### config.mk
export PLATFORM = sky130hd
export DESIGN_NAME = pusch_descrambler
export DESIGN_NICKNAME = d
export VERILOG_FILES = /design/src/rtl/pusch_descrambler_pkg.sv /design/src/rtl/pusch_gold_gen.sv /design/src/rtl/pusch_descrambler.sv
export SDC_FILE = /design/constraint.sdc
export NUM_CORES = 1
export LEC_CHECK = 0
export CAP_MARGIN = 10
export CORE_UTILIZATION = 55
export CTS_CLUSTER_DIAMETER = 30
export CTS_CLUSTER_SIZE = 10
export DETAILED_ROUTE_END_ITERATION = 7
export PLACE_DENSITY = 0.9
export SYNTH_ARGS = -nofsm -noshare
export SYNTH_HDL_FRONTEND = slang
export SYNTH_SLANG_ARGS = --single-unit
### constraint.sdc
create_clock -name CLK_DSC -period 6.2 [get_ports CLK_DSC]
set_input_delay 0.62 -clock CLK_DSC [delete_from_list [all_inputs] [get_ports CLK_DSC]]
set_output_delay 0.62 -clock CLK_DSC [all_outputs]
set_load 0.02 [all_outputs]
### src/rtl/pusch_descrambler_pkg.sv
// Shared definitions for the PUSCH descrambler: FSM encoding, Gold x1 seed,
// default warm-up length and LLR saturation helpers.
package pusch_descrambler_pkg;

    typedef enum logic [1:0] {
        ST_IDLE  = 2'd0,
        ST_WARM  = 2'd1,
        ST_RUN   = 2'd2,
        ST_DRAIN = 2'd3
    } dsc_state_e;

    localparam logic [30:0] X1_INIT    = 31'h0000_0001;
    localparam int          NC_DEFAULT = 1600;

    // Two's complement extremes for a w-bit LLR.
    function automatic int llr_max(input int w);
        return (1 << (w - 1)) - 1;
    endfunction

    function automatic int llr_min(input int w);
        return -(1 << (w - 1));
    endfunction

endpackage

### src/rtl/pusch_gold_gen.sv
// Length-31 Gold sequence generator (x1/x2 LFSR pair); c is the current chip,
// load reseeds both registers, step advances them by one position.
module pusch_gold_gen
    import pusch_descrambler_pkg::*;
(
    input  logic        CLK_DSC,
    input  logic        RST_DSC,
    input  logic        load,
    input  logic [30:0] c_init,
    input  logic        step,
    output logic        c
);

    logic [30:0] x1_reg, x1_next;
    logic [30:0] x2_reg, x2_next;

    // load wins over step so a fresh block always starts from the seed.
    always_comb begin
        x1_next = x1_reg;
        x2_next = x2_reg;
        if (load) begin
            x1_next = X1_INIT;
            x2_next = c_init;
        end else if (step) begin
            x1_next = {x1_reg[3] ^ x1_reg[0], x1_reg[30:1]};
            x2_next = {x2_reg[3] ^ x2_reg[2] ^ x2_reg[1] ^ x2_reg[0], x2_reg[30:1]};
        end
    end

    always_ff @(posedge CLK_DSC or negedge RST_DSC) begin
        if (!RST_DSC) begin
            x1_reg <= '0;
            x2_reg <= '0;
        end else begin
            x1_reg <= x1_next;
            x2_reg <= x2_next;
        end
    end

    assign c = x1_reg[0] ^ x2_reg[0];

endmodule

### src/rtl/pusch_descrambler.sv
// PUSCH soft-bit descrambler: flips the sign of each accepted LLR where the
// Gold chip is 1 (saturating), with valid/ready on both sides.
module pusch_descrambler
    import pusch_descrambler_pkg::*;
#(
    parameter int LLR_W = 8,
    parameter int LEN_W = 16,
    parameter int NC    = NC_DEFAULT
)
(
    input  logic             CLK_DSC,
    input  logic             RST_DSC,
    input  logic             DSC_START,
    input  logic [30:0]      DSC_CINIT,
    input  logic [LEN_W-1:0] DSC_LEN,
    input  logic [LLR_W-1:0] DSC_LLR_IN,
    input  logic             DSC_VALID_IN,
    output logic             DSC_READY_OUT,
    output logic [LLR_W-1:0] DSC_LLR_OUT,
    output logic             DSC_VALID_OUT,
    input  logic             DSC_READY_IN,
    output logic             DSC_BUSY_OUT,
    output logic             DSC_DONE
);

    localparam int               WARM_W  = (NC > 1) ? $clog2(NC) : 1;
    localparam logic [LLR_W-1:0] LLR_MAX = LLR_W'(llr_max(LLR_W));
    localparam logic [LLR_W-1:0] LLR_MIN = LLR_W'(llr_min(LLR_W));

    dsc_state_e       state_reg, state_next;
    logic [LEN_W-1:0] len_reg;
    logic [LEN_W-1:0] bit_cnt_reg;
    logic [WARM_W-1:0] warm_cnt_reg;
    logic [LLR_W-1:0] llr_out_reg;
    logic             valid_out_reg;
    logic             done_reg;

    logic             gold_c;
    logic             gold_step;
    logic             start_ok;
    logic             accept;
    logic             out_hs;
    logic             ready_out;
    logic             last_bit;
    logic             warm_last;
    logic [LLR_W-1:0] llr_desc;

    assign start_ok  = (state_reg == ST_IDLE) && DSC_START;
    assign ready_out = (state_reg == ST_RUN) && (!valid_out_reg || DSC_READY_IN);
    assign accept    = ready_out && DSC_VALID_IN;
    assign out_hs    = valid_out_reg && DSC_READY_IN;
    assign last_bit  = (bit_cnt_reg == len_reg - LEN_W'(1));
    assign warm_last = (warm_cnt_reg == WARM_W'(NC - 1));
    assign gold_step = (state_reg == ST_WARM) || accept;

    pusch_gold_gen u_gold (
        .CLK_DSC (CLK_DSC),
        .RST_DSC (RST_DSC),
        .load    (start_ok),
        .c_init  (DSC_CINIT),
        .step    (gold_step),
        .c       (gold_c)
    );

    // Negating the most negative code would wrap, so it clamps to the maximum.
    always_comb begin
        llr_desc = DSC_LLR_IN;
        if (gold_c) begin
            llr_desc = (DSC_LLR_IN == LLR_MIN) ? LLR_MAX : (~DSC_LLR_IN + LLR_W'(1));
        end
    end

    always_comb begin
        state_next = state_reg;
        case (state_reg)
            ST_IDLE: begin
                if (DSC_START) begin
                    if (DSC_LEN == '0) begin
                        state_next = ST_IDLE;
                    end else if (NC == 0) begin
                        state_next = ST_RUN;
                    end else begin
                        state_next = ST_WARM;
                    end
                end
            end
            ST_WARM: begin
                if (warm_last) begin
                    state_next = ST_RUN;
                end
            end
            ST_RUN: begin
                if (accept && last_bit) begin
                    state_next = ST_DRAIN;
                end
            end
            ST_DRAIN: begin
                if (out_hs) begin
                    state_next = ST_IDLE;
                end
            end
            default: state_next = ST_IDLE;
        endcase
    end

    always_ff @(posedge CLK_DSC or negedge RST_DSC) begin
        if (!RST_DSC) begin
            state_reg     <= ST_IDLE;
            len_reg       <= '0;
            bit_cnt_reg   <= '0;
            warm_cnt_reg  <= '0;
            llr_out_reg   <= '0;
            valid_out_reg <= 1'b0;
            done_reg      <= 1'b0;
        end else begin
            state_reg <= state_next;
            if (start_ok) begin
                len_reg      <= DSC_LEN;
                bit_cnt_reg  <= '0;
                warm_cnt_reg <= '0;
            end else begin
                if (state_reg == ST_WARM) begin
                    warm_cnt_reg <= warm_cnt_reg + WARM_W'(1);
                end
                if (accept) begin
                    bit_cnt_reg <= bit_cnt_reg + LEN_W'(1);
                end
            end
            // A new accept overrides a simultaneous handoff, keeping VALID high.
            if (accept) begin
                llr_out_reg   <= llr_desc;
                valid_out_reg <= 1'b1;
            end else if (out_hs) begin
                valid_out_reg <= 1'b0;
            end
            done_reg <= (start_ok && (DSC_LEN == '0)) || ((state_reg == ST_DRAIN) && out_hs);
        end
    end

    assign DSC_READY_OUT = ready_out;
    assign DSC_LLR_OUT   = llr_out_reg;
    assign DSC_VALID_OUT = valid_out_reg;
    assign DSC_BUSY_OUT  = (state_reg != ST_IDLE);
    assign DSC_DONE      = done_reg;

endmodule

### After elaboration in Yosys (flattened, before gate mapping)

Cells that the tools add are included.

* muxes and demuxes: 18
* reductions and logical operators: 19
* add/sub/neg operators: 4
* equality and inequality tests: 10
* bitwise operators: 6

Operators by type and width (count)
* 31-bit two-way mux: 4
* 16-bit two-way mux: 2
* 11-bit two-way mux: 2
* 16-bit by 1-bit adder with 16-bit output (second input constant): 1
* 16-bit == test: 1
* 16-bit zero test: 1
* 8-bit two-way mux: 2
* 16-bit by 1-bit subtractor with 16-bit output (second input constant): 1
* 11-bit by 1-bit adder with 11-bit output (second input constant): 1
* 11-bit == test (second input constant): 1
* 2-bit nonzero test: 5
* 8-bit by 1-bit adder with 8-bit output (second input constant): 1
* 8-bit == test (second input constant): 1
* 2-bit two-way mux: 4
* 8-bit inverter: 1
* 2-bit one-hot mux with 4 select lines: 1
* 1-bit logical AND: 7
* 2-bit inequality test (second input constant): 3
* 1-bit bitwise XOR: 5
* 2-bit == test (second input constant): 2
* 4-bit AND reduction: 1
* 1-bit logical OR: 3
* 1-bit two-way mux: 3
* 2-bit by 1-bit == test with 1-bit output (second input constant): 1
* 3 further kinds: 3

* output and inout port bits: 12
* logic and storage cells: 66
* register bits: 117

### Longest topological paths before layout

Gate-level depths: netlist of run 1.

* depth in word-level cells: 7
* depth in mapped cells: 10

### Cells and area by module

A second synthesis of run 1 with hierarchy kept.

* cell total of the unflattened synthesis: 604
* area total of the unflattened synthesis: 5903.2 sq um

Modules (own cells, without submodules)
* pusch_descrambler: area each 3170.5 sq um, cells an instance 364, seq. area each 1376.3 sq um, instances 1
* pusch_gold_gen: area each 2732.6 sq um, cells an instance 240, seq. area each 1551.5 sq um, instances 1

### Least setup slack after synthesis of run 1

No wires, ideal clock.

* kind: register to register
* start: register len_reg[2]
* end: register state_reg[1]
* path buffers: 0
* cell stages (with the launch flop): 8
* period minus slack after synthesis: 2.566 ns
* arrival: 2.438 ns
* slack: 3.634 ns
* cells stage by stage: dfrtp_1 or3_4 nor4_4 mux2_1 a211oi_1 nand4_1 o31ai_2 mux2_1

* cells in the longest elaborated chain, start to end: 5

Ends and longest elaborated chain
* start, declared: RTL line pusch_descrambler.sv:31 `logic [LEN_W-1:0] len_reg;`
* start signal, assigned: RTL line pusch_descrambler.sv:109 `len_reg <= '0;`
* start signal, assigned: RTL line pusch_descrambler.sv:118 `len_reg <= DSC_LEN;`
* 16-bit by 1-bit subtractor with 16-bit output: RTL line pusch_descrambler.sv:52 `assign last_bit = (bit_cnt_reg == len_reg - LEN_W'(1));`
* 16-bit == test: RTL line pusch_descrambler.sv:52
* 1-bit logical AND: RTL line pusch_descrambler.sv:93 `if (accept && last_bit) begin`
* 2-bit by 1-bit inequality test with 1-bit output (no source line)
* 4-bit AND reduction (no source line)
* end signal, assigned: RTL line pusch_descrambler.sv:116 `state_reg <= state_next;`
* end, declared: RTL line pusch_descrambler.sv:30 `dsc_state_e state_reg, state_next;`

Every way passes these cells.
A chain may end at the register's enable or synchronous reset.

### Worst setup path in the final report of run 1

Ends and elaborated chain as after synthesis.

==> results.tsv, run 1 <==
metric	value	unit
final_nets	762	
yosys.cell_types.count	47	
worst_path_largest_cell_delay	0.46	ns
diodes	0	
cts_tree	yes	
vias	4752	
path_clk_slew	0.06	ns
syn-num-nets	703	
crit_type	reg -> reg	
syn_avg_cell_area	9.151	sq um
p_per_area	258.5	nW/um^2
dp_hpwl	8466	um
netlist.top_cell.by_area	dfrtp_1	
setup.worst_path.end_class	flip-flop	
total_power	0.001865	W
drive_above_1_share	0.06506	
via_per_inst	5.637	
startpoint_type	flip-flop	
grt_max_degree	125	
rsz0062_at_grt	false	
hold_violations	0	
grt_first_pass_wirelength	22670	um
drv_cap	0	
synth.most_common_cell	nand2_1	
finalMaxSlewViolations	0	
clk-insertion-delay-late	0.52	ns
netlist_area	5811	sq um
finalCritPeriodShare	0.5003	
power_frac_comb	0.033	
final-seq-area	2928	sq um
die-area	10980	sq um
critPathTopFamily	simple AND/OR/NAND/NOR gates	
async_flop_share	1.000	
io_buffers	71	
p_sw_frac	0.2121	
crit_arrival	3.51	ns
critPathRequiredTime	6.61	ns
finalWirelength	13430	um
synth_cells	635	
fillers	722	
hold_buffers	0	
min_period	3.102	ns
clockPowerShare	0.557	
synthFlopType	dfrtp_1	
core_region_area	10280	sq um
ant_nets	0	
critPathBufInv	0	
syn2layout_area_growth	24.16	%
hold_class	in -> async	
cellLeakagePower	3.142	nW
io_pins	72	
multi_input_area	2723	sq um
clock-root-buffer	clkbuf_8	
internal-power	0.001469	W
synth-seq-cells	117	
path_cells	or3_4, nor4_4, mux2_1, a211oi_1, nand4_1, o31ai_2, mux2_1	
grt_pass1_vias	4918	
fp.dieW	104.8	um
tns	0	ns
cts_buffer_depth	2	
antenna_found_initial	0	
dr.pass1.iters	5	
cts_buffers	17	
drc	0	
track_usage	0.2634	
synth.top_cell.area_share	0.5039	
crit_path_frequent_cell	mux2_1	
ir_drop	0.0001584	V
skew	0.008748	ns
final_util	0.7020	
drt_iter0_markers	239	
cts_max_level	4	
cp_slowest_cell	or3_4	
cp_max_fo	6	
fin_hold_ws	0.1131	ns
post_cts_resized	0	
seqPwrFrac	0.410	
gr-total-overflow	0	
layout_setup_ws	3.098	ns
yosys_warnings	0	
synthTopCellsByArea	dfrtp_1, nand2_1, mux2i_1	
ys_seq_area_frac	0.5039	
status	complete, no violations	
die_height	104.8	um
gp_congestion	0.9115	
switching_power	0.0003956	W
fmax	0.3224	GHz
synth_edf_count	0	
place_worst_setup_slack	3.060	ns
cts_setup_buffers	0	
synth.top_cells.by_count	nand2_1, dfrtp_1, o21ai_0	
cts.sinks	117	
setup_violations	0	
slew_headroom	0.3058	
rows	37	
wl_per_cell	15.93	um
r2r_setup_slack	3.10	ns
start_util	0.5654	
worst_slew_pin_slew	1.041	ns
per-stage QoR:
step                cells  cell area, sq um
global route          843              7214
finish                843              7214
global placement      811              6589
floorplan             635              5811
CTS                   843              7214
detailed placement    811              6589
cell type report:
cell class	count	share of cell area
Timing Repair Buffer	74	0.1013
Clock buffer	19	0.05983
Tap cell	136	0.02359
Inverter	10	0.005203
Multi-Input combinational cell	474	0.3774
Sequential cell	117	0.4058
Clock inverter	13	0.02688
worst reg2reg max path: stages, from the launching register on:
cell,delay [ns]
dfrtp_1,0.45
or3_4,0.46
nor4_4,0.35
mux2_1,0.37
a211oi_1,0.44
nand4_1,0.18
o31ai_2,0.38
mux2_1,0.36
metal layers:
layer / wire length, um / vias to the layer above / part of all wire / track usage
met4: 489 / 0 / 0.036 / 0.1247
met2: 6894 / 129 / 0.51 / 0.4461
met1: 5498 / 2312 / 0.41 / 0.3037
met5: 0 / - / 0 / 0
met3: 545 / 49 / 0.041 / 0.08297
li1: - / 2262 / - / -
logic make-up (layout without fill, tap and decap cells):
kind of cell             Yosys count  after routing  share of synthesized area
AO/OA/AOI/OAI                    103            103                    0.09776
XOR/XNOR                          50             50                    0.07537
adder cells (fa/ha/maj)            8              8                    0.01723
buffers and inverters             44            116                    0.02885
flip-flops                       117            117                     0.5039
multiplexers                      35             35                    0.06072
AND/OR/NAND/NOR                  278            278                     0.2162
worst paths after layout:
kind                                   start                end  depth (start not counted)
hold / removal                       RST_DSC     DSC_LLR_OUT[4]                          1
hold reg to reg            u_gold.x1_reg[11]  u_gold.x1_reg[11]                          2
max in group asynchronous            RST_DSC  u_gold.x1_reg[27]                          2
setup / recovery                  len_reg[2]       state_reg[1]                          7
setup reg to reg                  len_reg[2]       state_reg[1]                          7
min in group CLK_DSC       u_gold.x1_reg[11]  u_gold.x1_reg[11]                          2
power groups by stage:
stage	combinational, W	clock [W]	sequential, W
finish	0.0000617	0.00104	0.000764
global route	0.0000676	0.00109	0.000763
CTS	0.0000629	0.00104	0.000764
detailed placement	0.0000625	0	0.000778
global placement	0.0000610	0	0.000778
floorplan	0.00000453	0	0.000778
layout by cell type (no fill, tap or decap), types with 3 or more instances in the layout:
master           instances
clkbuf_16               16
buf_4                    4
xnor2_1                 24
o21ai_0                 44
nand2_1                164
nand4_1                 11
ha_1                     8
dfrtp_1                117
clkinv_4                 3
bufinv_16                4
inv_6                    4
nor3_1                   5
o21ai_1                 30
clkdlybuf4s50_1         70
a21oi_1                 16
nand3_1                 13
mux2i_1                 33
inv_1                   10
nor2_1                  43
xor2_1                  26
or3_1                    9
nor3_2                   3
and3_1                   6
nor4_1                   5
nand3b_1                 3
No activity file was read; power rests on OpenSTA's default activity.
==> run 2, diff against run 1 <==
--- a/config.mk
+++ b/config.mk
@@ -6,11 +6,11 @@
 export NUM_CORES = 1
 export LEC_CHECK = 0
 export CAP_MARGIN = 10
-export CORE_UTILIZATION = 55
+export CORE_UTILIZATION = 50
 export CTS_CLUSTER_DIAMETER = 30
 export CTS_CLUSTER_SIZE = 10
 export DETAILED_ROUTE_END_ITERATION = 7
-export PLACE_DENSITY = 0.9
+export PLACE_DENSITY = 0.87
 export SYNTH_ARGS = -nofsm -noshare
 export SYNTH_HDL_FRONTEND = slang
 export SYNTH_SLANG_ARGS = --single-unit
==> constraint.sdc (replaced) <==
create_clock -name CLK_DSC -period 2.5 [get_ports CLK_DSC]
set_input_delay 0.25 -clock CLK_DSC [delete_from_list [all_inputs] [get_ports CLK_DSC]]
set_output_delay 0.25 -clock CLK_DSC [all_outputs]
set_load 0.02 [all_outputs]
==> results.tsv, run 2 (synthesis results as in run 1) <==
metric	value	unit
setup.worst_path.end_class	flip-flop	
worst_slew_pin_slew	0.6909	ns
finalMaxSlewViolations	0	
drv_cap	0	
dp_hpwl	8917	um
mostFrequentLayoutCells	nand2_1, dfrtp_1, clkdlybuf4s50_1	
tns	-0.06838	ns
finalWirelength	14100	um
drc	0	
status	complete, but fails checks	
p_per_area	600.2	nW/um^2
dr.pass1.iters	5	
cts_max_level	4	
hold_class	in -> async	
seqPwrFrac	0.424	
worst_path_largest_cell_delay	0.41	ns
io_buffers	71	
clock-root-buffer	clkbuf_16	
cellLeakagePower	3.250	nW
place_worst_setup_slack	-0.06317	ns
drive_above_1_share	0.09602	
finalCritPeriodShare	1.016	
io_pins	72	
cp_max_fo	3	
final_util	0.6554	
final_common_cell	nand2_1	
layout_setup_ws	-0.04008	ns
cts_buffer_depth	2	
crit_type	reg -> reg	
slew_headroom	0.5378	
fmax	0.3937	GHz
startpoint_type	flip-flop	
rows	39	
cts_tree	yes	
critPathTopFamily	simple AND/OR/NAND/NOR gates	
switching_power	0.0009036	W
path_clk_slew	0.05	ns
cp_slowest_cell	or3_4	
start_util	0.5111	
grt_max_degree	80	
wl_per_cell	16.17	um
total_power	0.004473	W
p_sw_frac	0.2020	
ir_drop	0.0004330	V
clk-insertion-delay-late	0.41	ns
track_usage	0.2507	
final_nets	785	
hold_violations	0	
cts_buffers	17	
critPathBufInv	1	
die_height	109.8	um
skew	0.009022	ns
core_region_area	11370	sq um
path_cells	or3_4, buf_4, nor2_1, o21ai_0, a221oi_2, nand4_1, o31ai_4, mux2_4	
rsz0062_at_grt	true	
gp_congestion	0.9465	
power_frac_comb	0.035	
setup_violations	2	
fp.dieW	109.8	um
internal-power	0.003569	W
gr-total-overflow	0	
critPathRequiredTime	2.79	ns
die-area	12060	sq um
via_per_inst	5.601	
min_period	2.540	ns
diodes	0	
cts.sinks	117	
vias	4884	
ant_nets	0	
antenna_found_initial	0	
crit_arrival	2.83	ns
syn2layout_area_growth	28.25	%
grt_pass1_vias	4900	
clockPowerShare	0.541	
grt_first_pass_wirelength	22940	um
drt_iter0_markers	368	
failed_checks	negative setup slack	
==> run 2: cell types whose count changed in the layout (fill, tap and decap cells not counted), sizes merged <==
cell / delta
clkinvlp: +1
buf: +22
clkbuf: +3
inv: -4
dlygate4sd3: +1
bufinv: -1
==> run 2: power by group through the flow <==
stage / clock network (W) / registers [W] / logic, W
after global placement: 0 / 0.00193 / 0.000153
after global routing: 0.00253 / 0.00189 / 0.000171
after CTS: 0.00244 / 0.00190 / 0.000158
final: 0.00242 / 0.00190 / 0.000156
after detailed placement: 0 / 0.00193 / 0.000156
after floorplan: 0 / 0.00193 / 0.0000112
==> run 2: final cells by class <==
cell class                      instances  area [sq um]
Fill cell                             807          3918
Sequential cell                       117          2928
Multi-Input combinational cell        474          2769
Timing Repair Buffer                   97         955.9
Clock buffer                           22         454.2
Tap cell                              143         178.9
Clock inverter                          9         128.9
Inverter                               10         37.54
==> run 2: per-layer routing <==
layer  wire length [um]  GRT usage  part of all wire  vias up
met5                  0          0                 0        -
met4                590     0.1229             0.042        0
met3                654    0.07113             0.046       66
met2               7264     0.4214              0.52      175
met1               5589     0.2936              0.40     2339
li1                   -          -                 -     2304
==> run 2: worst reg2reg max path: cells and delay by family (launching register included) <==
kind | cells | cell delay (ns)
muxes | 1 | 0.33
buffers and inverters | 1 | 0.16
AOI/OAI and AO/OA | 3 | 0.74
and+or+nand+nor | 3 | 0.83
DFF | 1 | 0.38
==> run 2: path summary, 6_finish.rpt <==
path	startpoint	end	slack (ns)	depth (start not counted)
worst max-delay path	len_reg[4]	state_reg[1]	-0.04	8
worst min-delay path	RST_DSC	u_gold.x2_reg[28]	0.36	2
worst max register to register	len_reg[4]	state_reg[1]	-0.04	8
worst min register to register	u_gold.x2_reg[4]	u_gold.x2_reg[4]	0.48	2
max in group asynchronous	RST_DSC	bit_cnt_reg[7]	1.37	3
min in group CLK_DSC	DSC_LEN[8]	len_reg[8]	0.42	3
==> run 2: through the flow <==
step                area, sq um  hold WS, ns  std cells
finish                     7452       0.3605        872
global route               7452       0.4070        872
CTS                        7407       0.3716        869
detailed placement         6790       0.2654        837
global placement           6790       0.2554        837
floorplan                  5811     -0.04559        635
==> run 2: timing repair <==
| action | CTS | global route |
|---|---|---|
| gates resized for setup | 5 | 3 |
| cloned | 0 | 0 |
| hold buffers | 1 | 0 |
| hold endpoints to repair | 39 | 0 |
| setup endpoints to repair | 1 | 2 |
| buffers inserted | 1 | 3 |
| pin swaps | 5 | 4 |
